--- config.mk ---
export PLATFORM = sky130hd
export DESIGN_NAME = ifu_icache_dm
export DESIGN_NICKNAME = d
export VERILOG_FILES = /design/src/rtl/ifu_icache_dm.sv
export SDC_FILE = /design/constraint.sdc
export NUM_CORES = 2
export LEC_CHECK = 0
export ABC_AREA = 1
export ABC_CLOCK_PERIOD_IN_PS = 4300
export BUFFER_PORTS_ARGS = -buffer_cell sky130_fd_sc_hd__buf_2
export CAP_MARGIN = 40
export CELL_PAD_IN_SITES_DETAIL_PLACEMENT = 1
export CELL_PAD_IN_SITES_GLOBAL_PLACEMENT = 1
export CORE_ASPECT_RATIO = 2
export CORE_MARGIN = 2
export CORE_UTILIZATION = 52
export DETAILED_ROUTE_END_ITERATION = 8
export PLACE_DENSITY = 0.85
export SYNTH_ARGS = -nofsm -noshare
export SYNTH_HDL_FRONTEND = slang
export SYNTH_SLANG_ARGS = --single-unit
export TNS_END_PERCENT = 50
--- constraint.sdc ---
create_clock -name clk -period 4.3 [get_ports clk]
set_clock_uncertainty 0.2 [all_clocks]
set_input_delay 0.43 -clock clk [delete_from_list [all_inputs] [get_ports clk]]
set_output_delay 0.43 -clock clk [all_outputs]
set_load 0.05 [all_outputs]
--- src/rtl/ifu_icache_dm.sv ---
// ifu_icache_dm: direct-mapped I-cache with burst refill and fence.i flush; ICACHE_PERF_EN adds hit/miss counters
module ifu_icache_dm #(
  parameter int ADDR_W    = 32,
  parameter int DATA_W    = 32,
  parameter int SET_BITS  = 4,
  parameter int WORD_BITS = 2
) (
  input  logic              clk,
  input  logic              rst,
  input  logic              req_valid,
  output logic              req_ready,
  input  logic [ADDR_W-1:0] req_pc,
  output logic              rsp_valid,
  input  logic              rsp_ready,
  output logic [DATA_W-1:0] rsp_inst,
  output logic [ADDR_W-1:0] rsp_pc,
  input  logic              flush,
  output logic [ADDR_W-1:0] bus_araddr,
  output logic              bus_arvalid,
  input  logic              bus_arready,
  output logic [7:0]        bus_arlen,
  input  logic [DATA_W-1:0] bus_rdata,
  input  logic              bus_rvalid,
`ifdef ICACHE_PERF_EN
  output logic [31:0]       perf_hit,
  output logic [31:0]       perf_miss,
`endif
  input  logic              bus_rlast
);
  localparam int TAG_W = ADDR_W - SET_BITS - WORD_BITS - 2;
  localparam int SETS  = 1 << SET_BITS;
  localparam int WORDS = 1 << WORD_BITS;
  typedef enum logic [1:0] {IDLE, AR, FILL, RESP} state_t;
  state_t state_q, state_d;
  logic [ADDR_W-3:0] pc_q;
  logic [WORD_BITS:0] beat_q;
  logic flushed_q;
  logic [SETS-1:0] valid_q;
  logic [TAG_W-1:0] tag_q [SETS];
  logic [DATA_W-1:0] data_q [SETS*WORDS];
  logic [DATA_W-1:0] rsp_inst_q;
  logic [ADDR_W-1:0] rsp_pc_q;
  logic [WORD_BITS-1:0] req_word, fill_word;
  logic [SET_BITS-1:0] req_idx, fill_idx;
  logic [TAG_W-1:0] req_tag, fill_tag;
  logic accept, hit, beat_fire, done, full_line;
  assign req_word  = req_pc[WORD_BITS+1:2];
  assign req_idx   = req_pc[WORD_BITS+SET_BITS+1:WORD_BITS+2];
  assign req_tag   = req_pc[ADDR_W-1:WORD_BITS+SET_BITS+2];
  assign fill_word = pc_q[WORD_BITS-1:0];
  assign fill_idx  = pc_q[WORD_BITS+SET_BITS-1:WORD_BITS];
  assign fill_tag  = pc_q[ADDR_W-3:WORD_BITS+SET_BITS];
  assign accept    = req_valid && req_ready;
  assign hit       = valid_q[req_idx] && tag_q[req_idx] == req_tag;
  assign beat_fire = state_q == FILL && bus_rvalid;
  assign done      = beat_fire && bus_rlast;
  // a line is only trusted when rlast lands exactly on the final beat
  assign full_line = beat_q == (WORD_BITS+1)'(WORDS-1);
  always_ff @(posedge clk)
    state_q <= rst ? IDLE : state_d;
  always_comb begin
    state_d = state_q;
    unique case (state_q)
      IDLE:    if (accept) state_d = hit ? RESP : AR;
      AR:      if (bus_arready) state_d = FILL;
      FILL:    if (done) state_d = RESP;
      RESP:    if (rsp_ready) state_d = IDLE;
      default: state_d = IDLE;
    endcase
  end
  always_comb begin
    req_ready   = state_q == IDLE;
    rsp_valid   = state_q == RESP;
    bus_arvalid = state_q == AR;
    bus_araddr  = {pc_q[ADDR_W-3:WORD_BITS], {(WORD_BITS+2){1'b0}}};
    bus_arlen   = 8'(WORDS-1);
    rsp_inst    = rsp_inst_q;
    rsp_pc      = rsp_pc_q;
  end
  always_ff @(posedge clk) begin
    if (rst) begin
      valid_q    <= '0;
      pc_q       <= '0;
      beat_q     <= '0;
      flushed_q  <= 1'b0;
      rsp_inst_q <= '0;
      rsp_pc_q   <= '0;
    end else begin
      if (accept) begin
        pc_q      <= req_pc[ADDR_W-1:2];
        rsp_pc_q  <= req_pc;
        beat_q    <= '0;
        flushed_q <= 1'b0;
        if (hit) rsp_inst_q <= data_q[{req_idx, req_word}];
      end
      if (state_q == AR) rsp_inst_q <= '0;
      if (beat_fire) begin
        beat_q <= beat_q + (WORD_BITS+1)'(!beat_q[WORD_BITS]);
        if (beat_q == {1'b0, fill_word}) rsp_inst_q <= bus_rdata;
        if (bus_rlast) valid_q[fill_idx] <= full_line && !flushed_q;
      end
      if (flush && (state_q == AR || state_q == FILL)) flushed_q <= 1'b1;
      if (flush) valid_q <= '0;
    end
  end
  always_ff @(posedge clk) begin
    if (!rst && beat_fire && !beat_q[WORD_BITS]) data_q[{fill_idx, beat_q[WORD_BITS-1:0]}] <= bus_rdata;
    if (!rst && done) tag_q[fill_idx] <= fill_tag;
  end
`ifdef ICACHE_PERF_EN
  logic [31:0] perf_hit_q, perf_miss_q;
  always_ff @(posedge clk) begin
    if (rst) begin
      perf_hit_q  <= '0;
      perf_miss_q <= '0;
    end else begin
      perf_hit_q  <= perf_hit_q + 32'(accept && hit && !(&perf_hit_q));
      perf_miss_q <= perf_miss_q + 32'(accept && !hit && !(&perf_miss_q));
    end
  end
  assign perf_hit  = perf_hit_q;
  assign perf_miss = perf_miss_q;
`endif
endmodule

==> results by group <==
Timing
  – Max frequency: around 230 MHz
  – Slew headroom: 0.299
  – Final Hold Viols: 0
  – Final min period: 4320 ps
  – Final setup fails: 1
  – Final worst-path cycle share: 1.00
  – Worst slew pin tran: between 1000 and 1500 ps
  – Final worst setup slack: -19.6 ps
  – Count of final max-slew check failures: 0
  – RSZ-0062 raised after global routing: false

Synthesis
  – Post-synthesis mux area share: 0
  – Synth Area in XOR/XNOR: 0.000172
  – Synthesized-area fraction occupied by adder cells: 0.000739
  – Main combinational cell family by area after synthesis: simple AND/OR/NAND/NOR gates
  – Async set-reset flop share out of synthesis: 0
  – Area contributors post-synth: edfxtp_1, nand2_1, nand3_1
  – Post-Synth Simple-Gate Area: 0.164
  – EDFF count, synth: 2432
  – Unique masters post-synth: 29
  – Post-Syn Area: 102000 um2
  – Top FF cell, synth: edfxtp_1
  – Most frequent cell after synthesis: edfxtp_1
  – Synth warnings: 0
  – Post-Syn Area per Cell: roughly 12 um2
  – Compound-cell area share of the yosys netlist: 0.0651
  – Synthesized instance count: roughly 8.4k
  – Dominant cell type by area after synthesis: edfxtp_1
  – Synth top cells by count: edfxtp_1, nand2_1, nand3_1
  – Seq/Total Area, Yosys: 0.735
  – #FFs+latches synth: 2518
  – Share of the synthesized area in the top cell type: 0.718

Worst hold path
  – Hold endpoint: valid_q[13]$_SDFFE_PP0P_
  – Worst hold path class: in -> reg
  – Hold path startpoint: bus_rlast
  – Worst hold path depth: 5

Cells and area
  – Final Cell Area: 115000 um2
  – Non-filler instance count after layout: 11.3k
  – Final Util: 0.591
  – Fillers: 18.9k
  – NumNets Final: 8647
  – Layout cells sized above 1: 0.0971
  – Synth-to-Final Area Change: 13.0%

Worst setup path
  – Type of the worst setup path: in -> reg
  – Worst R2R End: data_q[35][22]$_DFFE_PP_
  – R2r setup slk: about 380 ps
  – Reg2reg start: state_q[0]$_SDFFE_PP0P_
  – Max Fanout on Critical Path: 53
  – CP required: between 4000 and 5000 ps
  – Worst setup EP type: flip-flop
  – Worst reg2reg path depth: 8
  – Critical Path AT: 4930 ps
  – CP startpoint kind: input pin

Power and ir drop
  – Switching power: roughly 13 mW
  – Int Power: 39.5 mW
  – Leak Pwr: 40.7 nW
  – Flop pwr share: 0.523
  – Comb pwr share: 0.099
  – Power Dens Cells: ~460 nW/um2
  – Sw Ratio: 0.253
  – Tot Pwr: 52.9 mW
  – Worst vdd ir: about 340 uV
  – Clock Power Share: 0.377

Placement
  – Area post-placement: ~110000 um2
  – Placer's final routability congestion estimate: between 0.9 and 1
  – Post-DP HPWL: about 210 mm
  – Port bufs: around 170
  – Placed insts: 10.8k

Die
  – Effective utilization at floorplan: 0.522
  – Die Area: 199000 um2
  – Die Y: 629 um
  – Die W: roughly 320 um
  – # rows: approximately 230
  – Std-Cell Core Area: approximately 190000 um2
  – IO Pins: 179

Clock network
  – Post-CTS Setup Bufs: 0
  – Root buffer cell: clkbuf_16
  – Clock slew at reported path FFs: roughly 80 ps
  – Clock Sinks: 2518
  – Clk buf depth: 4
  – H-tree depth: 4
  – TritonCTS clock tree: done
  – Worst skew pair latency: 870 ps
  – Number of buffers created by CTS: 205

GRT
  – First-pass GRT wire length: 531 mm
  – Largest net degree at the start of global routing: between 150 and 200
  – Met3 GRT Util: 0.0865
  – Grt total ovfl: 0
  – GRT Total Usage: 0.364
  – Antenna violations before repair: 18
  – Global routing's busiest layer: met2
  – Routing usage on met2: 0.612
  – Vias in the first global route: 81.1k
  – GRT met1 Usage: 0.374

Routing
  – Avg WL per Cell: 32.6 um
  – Vias per inst: approximately 6.6
  – First drt pass iteration count: 7
  – Post-Route WL: 368 mm
  – Antenna viol nets, final: 0
  – DRC viols: 0
  – 1st-iter DRT viols: 9896
  – Via count: approximately 75k

Status
  – Outcome: finished with violations
  – Failing checks: negative setup slack

Run
  – Max_cap viols: 0
## cells by family after synthesis
| logic type | count (synthesis) |
|---|---|
| compound gates | 1089 |
| xor+xnor | 2 |
| fa+ha+maj | 6 |
| buf+inv | 869 |
| flops | 2518 |
| other cells | 2 |
| simple gates | 3960 |
## routing by layer
metal | vias up | wire [um]
met1 | 37125 | 113000
met5 | - | 178
met2 | 5403 | 182000
met3 | 2019 | 34700
li1 | 30361 | -
met4 | 10 | 38200
## what timing repair did
action | in CTS | in global routing
hold endpoints to repair | 1167 | 0
hold buffers | 64 | 0
setup endpoints to repair | 0 | 19
gates resized for setup | 0 | 7
## state kept, by name, summed over array words and instances, names as in the netlist
register and count:
data_q 2048, tag_q 384, rsp_inst 32, pc_q 30
valid_q 16, beat_q 3, rsp_pc 2, state_q 2
flushed_q 1
## power groups by stage
stage	registers [mW]	clock network, mW	logic (mW)
3_5_place_dp	28.2	0	4.78
4_1_cts	27.7	19.9	4.98
5_1_grt	27.7	20.6	5.42
2_1_floorplan	28.4	0	2.42
6_report	27.7	20.0	5.25
3_3_place_gp	28.2	0	4.34
## through the flow
step	setup WS [ps]	hold slack [ps]	TNS [ps]
after floorplan	623	229	0
after global placement	232	254	0
after detailed placement	90.0	257	0
after CTS	289	12.8	0
after global routing	18.1	86.5	0
final	-19.6	79.2	-19.6
## worst max-delay path by stage
| stage | from | cells past startpoint | slack (ps) | to |
|---|---|---|---|---|
| detailed placement | req_pc[4] | 19 | 90 | rsp_inst[1]$_SDFF_PP0_ |
| CTS | req_pc[5] | 18 | 290 | state_q[1]$_SDFFE_PP0P_ |
| global route | req_pc[5] | 19 | 20 | state_q[1]$_SDFFE_PP0P_ |
| floorplan | pc_q[2]$_SDFFE_PP0P_ | 5 | 620 | tag_q[11][0]$_DFFE_PP_ |
| global placement | req_pc[4] | 19 | 230 | rsp_inst[24]$_SDFF_PP0_ |
| finish | req_pc[5] | 19 | -20 | state_q[1]$_SDFFE_PP0P_ |
## critical path, stage by stage
cell           delay, ps
dlygate4sd3_1        550
clkbuf_8             290
clkinv_8             310
buf_4                330
nand3_1              140
nand3_1              100
nand3_1              320
nand2_1              120
nand2_1               80
nand2_1               80
inv_1                 70
nand2_1               50
nor2_1               370
nand3_1              340
nor2_4               250
buf_4                190
o21ai_1               70
a21oi_1              170
dlygate4sd3_1        600
## layout by cell type, fill, tap and decap left out, types with 15 or more instances in the layout
master,netlist,final
o22ai_1,18,18
nor3_2,0,15
clkbuf_16,0,209
o21ai_1,20,20
clkinv_1,3,32
clkbuf_8,0,19
clkbuf_1,404,39
buf_4,49,180
bufinv_16,0,30
buf_2,87,161
nand2_1,2300,2297
nor2_4,1,66
dfxtp_1,86,86
edfxtp_1,2432,2432
nor2_1,268,203
inv_1,252,249
a221oi_1,62,62
o211ai_1,128,128
nand3_1,1356,1354
dlygate4sd3_1,0,64
a21oi_1,521,521
o21ai_0,183,183
buf_12,0,92
a22o_1,155,155
clkinv_2,0,34
## layout make-up
type                            instances  area, um2  area share
Antenna cell                           11       27.5    0.000240
Tap cell                             2541       3180      0.0277
Sequential cell                      2518      74800       0.651
Multi-Input combinational cell       5069      24000       0.209
Inverter                              260       1010     0.00883
Clock buffer                          266       5620      0.0489
Clock inverter                        102       1250      0.0109
Timing Repair Buffer                  515       5080      0.0442
Power figures use the tool's default switching activity.
